$ cat src/rtl/mem_access_unit.sv
// Load/store sequencer for a 64-bit synchronous data memory: lane extraction, sign/zero
// extension and read-modify-write stores. Optional macro MAU_LINE_REUSE_EN skips repeat reads.
module mem_access_unit #(
  parameter int unsigned MEM_LAT = 1,
  parameter int unsigned ADDR_W  = 64
) (
  input  logic              clock,
  input  logic              reset,
  input  logic              req,
  input  logic              we,
  input  logic [2:0]        funct3,
  input  logic [ADDR_W-1:0] addr,
  input  logic [63:0]       wdata,
  output logic [63:0]       rdata,
  output logic              done,
  output logic              err,
  output logic              busy,
  output logic [ADDR_W-1:0] mem_addr,
  output logic [63:0]       mem_wdata,
  output logic              mem_wr,
  input  logic [63:0]       mem_rdata
);
  typedef enum logic [1:0] {IDLE, RD_WAIT, WRITE, DONE} state_t;

  localparam logic [2:0] LAT_INIT = 3'(MEM_LAT - 1);

  state_t            state;
  logic              we_q;
  logic [2:0]        funct3_q;
  logic [2:0]        lane_q;
  logic [63:0]       wdata_q;
  logic [63:0]       line_q;
  logic [2:0]        wait_cnt;
  logic [ADDR_W-1:0] addr_aligned;
  logic [63:0]       merged;
  logic              line_hit;

  function automatic logic is_illegal(input logic w, input logic [2:0] f3, input logic [2:0] a);
    logic misaligned;
    case (f3[1:0])
      2'b00:   misaligned = 1'b0;
      2'b01:   misaligned = a[0];
      2'b10:   misaligned = (a[1:0] != 2'b00);
      default: misaligned = (a != 3'b000);
    endcase
    return misaligned || (w && f3[2]) || (!w && f3 == 3'b111);
  endfunction

  function automatic logic [63:0] extract(input logic [63:0] line, input logic [2:0] lane,
                                          input logic [2:0] f3);
    logic [63:0] s;
    s = line >> {lane, 3'b000};
    case (f3)
      3'b000:  return {{56{s[7]}}, s[7:0]};
      3'b001:  return {{48{s[15]}}, s[15:0]};
      3'b010:  return {{32{s[31]}}, s[31:0]};
      3'b100:  return {56'd0, s[7:0]};
      3'b101:  return {48'd0, s[15:0]};
      3'b110:  return {32'd0, s[31:0]};
      default: return s;
    endcase
  endfunction

  // A full-width mask makes SD fall out as plain wdata, so one merge path serves all stores.
  function automatic logic [63:0] merge(input logic [63:0] line, input logic [63:0] data,
                                        input logic [2:0] lane, input logic [2:0] f3);
    logic [63:0] mask;
    case (f3[1:0])
      2'b00:   mask = 64'h0000_0000_0000_00FF;
      2'b01:   mask = 64'h0000_0000_0000_FFFF;
      2'b10:   mask = 64'h0000_0000_FFFF_FFFF;
      default: mask = '1;
    endcase
    mask = mask << {lane, 3'b000};
    return (line & ~mask) | ((data << {lane, 3'b000}) & mask);
  endfunction

  assign addr_aligned = {addr[ADDR_W-1:3], 3'b000};

  always_comb begin
    merged = merge(line_q, wdata_q, lane_q, funct3_q);
  end

`ifdef MAU_LINE_REUSE_EN
  logic              line_valid;
  logic [ADDR_W-1:0] line_tag;
  assign line_hit = line_valid && (line_tag == addr_aligned);
`else
  assign line_hit = 1'b0;
`endif

  // Outputs are registered on the edge that leaves a state, so done/mem_wr appear one
  // cycle after the FSM enters DONE/WRITE; requests are refused while done is still high.
  always_ff @(posedge clock or posedge reset) begin
    if (reset) begin
      state     <= IDLE;
      we_q      <= 1'b0;
      funct3_q  <= '0;
      lane_q    <= '0;
      wdata_q   <= '0;
      line_q    <= '0;
      wait_cnt  <= '0;
      rdata     <= '0;
      done      <= 1'b0;
      err       <= 1'b0;
      busy      <= 1'b0;
      mem_addr  <= '0;
      mem_wdata <= '0;
      mem_wr    <= 1'b0;
`ifdef MAU_LINE_REUSE_EN
      line_valid <= 1'b0;
      line_tag   <= '0;
`endif
    end else begin
      done   <= 1'b0;
      mem_wr <= 1'b0;
      case (state)
        IDLE: begin
          if (req && !done) begin
            we_q     <= we;
            funct3_q <= funct3;
            lane_q   <= addr[2:0];
            wdata_q  <= wdata;
            busy     <= 1'b1;
            rdata    <= '0;
            err      <= 1'b0;
            if (is_illegal(we, funct3, addr[2:0])) begin
              err   <= 1'b1;
              state <= DONE;
            end else begin
              mem_addr <= addr_aligned;
              if (we && (funct3 == 3'b011 || line_hit)) begin
                state <= WRITE;
              end else if (line_hit) begin
                rdata <= extract(line_q, addr[2:0], funct3);
                state <= DONE;
              end else begin
                wait_cnt <= LAT_INIT;
                state    <= RD_WAIT;
              end
            end
          end else begin
            busy <= 1'b0;
          end
        end
        RD_WAIT: begin
          if (wait_cnt == '0) begin
            line_q <= mem_rdata;
`ifdef MAU_LINE_REUSE_EN
            line_valid <= 1'b1;
            line_tag   <= mem_addr;
`endif
            if (we_q) begin
              state <= WRITE;
            end else begin
              rdata <= extract(mem_rdata, lane_q, funct3_q);
              state <= DONE;
            end
          end else begin
            wait_cnt <= wait_cnt - 3'd1;
          end
        end
        WRITE: begin
          mem_wr    <= 1'b1;
          mem_wdata <= merged;
`ifdef MAU_LINE_REUSE_EN
          line_q     <= merged;
          line_valid <= 1'b1;
          line_tag   <= mem_addr;
`endif
          state <= DONE;
        end
        DONE: begin
          done  <= 1'b1;
          state <= IDLE;
        end
        default: state <= IDLE;
      endcase
    end
  end

endmodule
$ cat config.mk
export PLATFORM = sky130hd
export DESIGN_NAME = mem_access_unit
export DESIGN_NICKNAME = d
export VERILOG_FILES = /design/src/rtl/mem_access_unit.sv
export SDC_FILE = /design/constraint.sdc
export NUM_CORES = 1
export LEC_CHECK = 0
export CAP_MARGIN = 20
export CORE_ASPECT_RATIO = 0.7
export CORE_UTILIZATION = 46
export DETAILED_ROUTE_END_ITERATION = 10
export PLACE_DENSITY = 0.88
export SLEW_MARGIN = 40
export SYNTH_ARGS = -nofsm -noshare
export SYNTH_HDL_FRONTEND = slang
export SYNTH_SLANG_ARGS = --single-unit
$ cat constraint.sdc
create_clock -name clock -period 9.88 [get_ports clock]
set_input_delay 1.482 -clock clock [delete_from_list [all_inputs] [get_ports clock]]
set_output_delay 1.482 -clock clock [all_outputs]
set_load 0.01 [all_outputs]
Word-level counts from Yosys, hierarchy flattened. Cells that the tools add are included. Widths: inputs -> output; s select.

Divide/modulo/power cells: 0. Multipliers: 0. Bitwise gates (word level): 5. Muxes and demuxes: 24. Reduce and logical (&&, ||, !) cells: 22. Shifts and indexed selects: 3. Magnitude comparators: 0. Eq/ne operators: 20. Add/subtract/negate cells: 1.

Operators by type and width (number): $pmux 64 s6 (1); $mux 64 (3); $pmux 64 s3 (1); $and 64x64->64 (2); $pmux 64 s2 (1); $shl 64x6->64 (2); $not 64->64 (1); $or 64x64->64 (1); $shr 64x6->64 (1); $eq 3x3->1 const B (4); $mux 3 (4); $ne 2x2->1 const B (6); $eq 2x2->1 const B (4); $mux 2 (4); $pmux 2 s4 (1); $mux 1 (7); $eq 2x1->1 const B (3); $eq 3x2->1 const B (2); $logic_not 2->1 (3); $logic_not 3->1 (2); $pmux 3 s2 (1); $reduce_and 2->1 (3); $reduce_and 5->1 (1); $logic_and 1x1->1 (4); 10 further kinds (13).

Latch bits: 0. ROM bits: 0. Bits in registers: 333. Bits of input ports: 199. Memories: 0. RAM bits: 0. Logic and storage cells: 89.

Logic depth before layout (Yosys ltp).
Depth in word-level cells: 9. Gate-level depth with buffers: 9. Mapped depth without buffers: 8.

Worst setup path before layout. OpenSTA, ideal clock, no wires.

Kind: input to register. From: input port mem_rdata[63]. To: register rdata[40]. Data arrival time: 2872 ps. Required time: 9761 ps. Stages: 6. Setup slack: 6889 ps. Cells stage by stage: mux4_2 > a2bb2oi_1 > and2_4 > o31ai_4 > buf_6 > o21ai_2.

Cells in the longest elaborated chain, start to end: 5.

Ends and longest elaborated chain: start, declared (line 21) `input logic [63:0] mem_rdata`; $shr 64x6->64 (line 52) `s = line >> {lane, 3'b000};`; $pmux 64 s6 (line 53) `case (f3)`; $mux 64 (line 153) `if (we_q) begin`; $mux 64 (line 147) `if (wait_cnt == '0) begin`; $pmux 64 s2 (line 117) `case (state)`; end signal, assigned (line 135) `rdata <= extract(line_q, addr[2:0], funct3);`; end signal, assigned (line 156) `rdata <= extract(mem_rdata, lane_q, funct3_q);`; end, declared (line 14) `output logic [63:0] rdata,`.

Every way passes these cells. The select of a mux whose other input is x is not followed. A chain may end at the register's enable or synchronous reset.

Worst setup path after layout.
From: register lane_q[1]. To: register rdata[57].

Cells in the longest elaborated chain, start to end: 5.

Ends and longest elaborated chain: start, declared (line 30) `logic [2:0] lane_q;`; start signal, assigned (line 122) `lane_q <= addr[2:0];`; $shr 64x6->64 (line 52); $pmux 64 s6 (line 53); $mux 64 (line 153); $mux 64 (line 147); $pmux 64 s2 (line 117).

Every way passes these cells. The select of a mux whose other input is x is not followed.

==> results by group <==
Final layout
  • Finished Cell Area: between 20000 and 25000 um2
  • Nets: between 1.5k and 2k
  • Synth-to-layout area growth: 32.14%
  • Layout cell share with drive strength beyond 1: 21.94%

Synth
  • Largest family of logic cells by synthesized area: multiplexers
  • Synth top area share: 49.42%
  • Adder-Cell Fraction of Synth Area: 0.5194%
  • Mean Syn Cell Area: 11.70 um2
  • Xor and xnor fraction of the mapped netlist area: 0%
  • Synth cell types: 61
  • Seq cells post-synth: 333
  • Top cell type by total area after synthesis: dfrtp_1
  • FFs w/ async S/R, synth: 100.0%
  • Compound-Gate Fraction of Synth Area: around an eighth
  • Mapped Area: 16860 um2
  • Synth top cells by count: dfrtp_1 (333), mux2_2 (251), mux2i_1 (125), nand2_1 (113), nor2_1 (85)
  • Post-synthesis cell count: 1441
  • Seq/Total Area, Yosys: 49.42%
  • Simple-gate share of the synthesized area: under 10%
  • Most common cell in the netlist: dfrtp_1
  • Post-synth EDFFs: 0
  • Mux share of post-synthesis cell area: 27.39%
  • Ranking of synthesized cells by area: dfrtp_1 (49%), mux2_2 (17%), mux2i_1 (7.4%), mux4_2 (3.2%), nand2_1 (2.5%)
  • Most common flop cell mapped by yosys: dfrtp_1
  • Synth warn: 0

Clock network
  • Clk slew on worst S/H paths: 0.06 ns
  • CTS Buf Count: 36
  • Setup Buffers After CTS: 0
  • CTS resizes: 0
  • Clock Latency Late Sink: 0.54 ns
  • Post-CTS Hold Fix Bufs: 0
  • Deepest clock path buffer count: 3
  • CTS root buf: clkbuf_16
  • H-Tree Depth: 2
  • CTS tree: built
  • Total clock sinks: 333

Timing
  • Peak Freq: approximately 0.29 GHz
  • Fin Setup TNS: 0 ns
  • Final hold vios: 0
  • Tmin final: 3.488 ns
  • Fin Clk Skew: 0.02635 ns
  • Max Slew Vio Count: 0
  • Relative slew slack: 42.50%
  • Unrepaired setup endpoints after global routing: false
  • Tcrit/Tclk final: 35.30%
  • Final setup viols: 0
  • Tightest Pin Transition: ~0.86 ns

Route
  • Via count: 13.80k
  • TritonRoute pass-1 iters: 6
  • Post-route DRC violation count: 0
  • WL/cell: between 20 and 30 um
  • Vias/cell: 6.021
  • Post-DRT Antenna Nets: 0
  • Total wire length: 59180 um
  • DR iter-0 viols: 1735

Critical path
  • CP delay by family, top: compound AO/OA/AOI/OAI gates
  • CP max FO: 61
  • Worst path buffer plus inverter count: 1
  • CP Launch Type: flop
  • CP max-delay cell: dfrtp_4
  • Crit path DAT: 3.92 ns
  • Critical path class: flop to flop
  • CP cell instances: buf_4 -> mux2_2 -> a21oi_1 -> a221oi_1 -> nor3_2 -> o31ai_1
  • Slowest Stage Delay on Critical Path: 0.96 ns
  • Worst setup EP type: flop
  • WP data required: 10.31 ns

Floorplanning
  • Die ar.: about 37000 um2
  • Standard-cell rows: 58
  • Top-Level Pins: 395
  • Core area: 35990 um2
  • Die X: 230.8 um
  • Die Ht: 162.2 um
  • Starting Density: between 40% and 50%

GRT
  • Largest net degree at the start of global routing: 104
  • First-pass GRT wire length: ~87000 um
  • Gr ovfl total: 0
  • Initial antenna violation count: 10
  • Number of global-route vias before repair: 13.91k
  • GR Util All Layers: ~31%

Pwr
  • Worst ir drop on vdd: around 0.2 mV
  • Lkg Pwr: 9.371 nW
  • PwrDens: 370.8 nW/um2

Placed design
  • Placer Congestion: 0.9457
  • Port bufs: roughly 390
  • Final HPWL DP: 43880 um
  • DP Area: 21120 um2

Run
  • Max cap viols: 0

Hold path
  • HP Class: flop to flop

Run status
  • Status: finished clean
## worst min-delay path, cell delays in order (launching register included)
cell and delay, ns:
dfrtp_1 0.34, nand2_1 0.06, o21ai_2 0.05
## cells by family (layout without fill, tap and decap cells)
| logic type | Yosys count | in the layout |
|---|---|---|
| mux | 400 | 400 |
| flops | 333 | 333 |
| compound gates | 327 | 327 |
| simple gates | 232 | 232 |
| buf+inv | 141 | 503 |
| fa+ha+maj | 7 | 7 |
| other cells | 1 | 10 |
## cell usage in the layout (no fill, tap or decap), drive strengths merged, types with 39 or more instances in the layout
cell	Yosys	routed
mux2	251	251
o22ai	39	39
mux2i	125	125
nand2	113	113
nor2	87	87
a21oi	70	70
o21ai	85	85
clkbuf	62	48
dfrtp	333	333
clkdlybuf4s50	0	391
## metal layers
layer	up-vias	global-route usage, %	share of wire, %
met3	128	14.08	14
met5	-	0	0.15
met4	8	8.278	2.5
met1	6893	42.21	40
met2	803	45.36	43
li1	5969	-	-
## through the flow
| stage | std cells | power (mW) | setup WS (ns) | hold WS, ns | util [%] |
|---|---|---|---|---|---|
| 5_1_grt | 2286 | 8.647 | 6.230 | 0.5033 | 61.86 |
| 4_1_cts | 2285 | 8.179 | 6.307 | 0.4837 | 61.79 |
| 3_3_place_gp | 2223 | 6.703 | 5.919 | 0.4661 | 58.48 |
| 6_report | 2292 | 8.262 | 6.392 | 0.4809 | 61.90 |
| 2_1_floorplan | 1443 | 5.071 | 3.949 | 0.4740 | - |
| 3_5_place_dp | 2225 | 6.827 | 5.833 | 0.4700 | 58.68 |
## path summary, 6_finish.rpt
kind / start / to / slack (ns) / depth (start not counted)
worst max-delay path: lane_q[1]$_DFFE_PP0P_ / rdata[57]$_DFFE_PP0P_ / 6.39 / 6
worst min-delay path: rdata[40]$_DFFE_PP0P_ / rdata[40]$_DFFE_PP0P_ / 0.48 / 2
worst max register to register: lane_q[1]$_DFFE_PP0P_ / rdata[57]$_DFFE_PP0P_ / 6.39 / 6
worst min register to register: rdata[40]$_DFFE_PP0P_ / rdata[40]$_DFFE_PP0P_ / 0.48 / 2
max in group asynchronous: reset / lane_q[1]$_DFFE_PP0P_ / 6.85 / 6
min in group asynchronous: reset / wdata_q[19]$_DFFE_PP0P_ / 1.19 / 2
## sequential cells by signal (all words and copies together), names as in the netlist, 2 cells and up
register / count
funct3_q: 3
lane_q: 3
line_q: 64
mem_addr: 61
mem_wdata: 64
rdata: 64
state: 2
wait_cnt: 3
wdata_q: 64
## power by group
| part | switching [mW] | total, mW | internal [mW] |
|---|---|---|---|
| Sequential | 0.627 | 2.66 | 2.03 |
| Clock | 0.565 | 1.32 | 0.751 |
| Combinational | 2.24 | 4.29 | 2.04 |
## layout make-up
class / instances / area [um2]
tap: 480 / 600.6
multi-input combinational: 969 / 7938
inverter: 31 / 120.1
fill: 2897 / 13710
clock buffer: 48 / 1017
sequential: 333 / 8342
antenna: 7 / 17.52
clock inverter: 12 / 102.6
timing repair buffer: 412 / 4143
No activity file was read; power rests on OpenSTA's default activity.
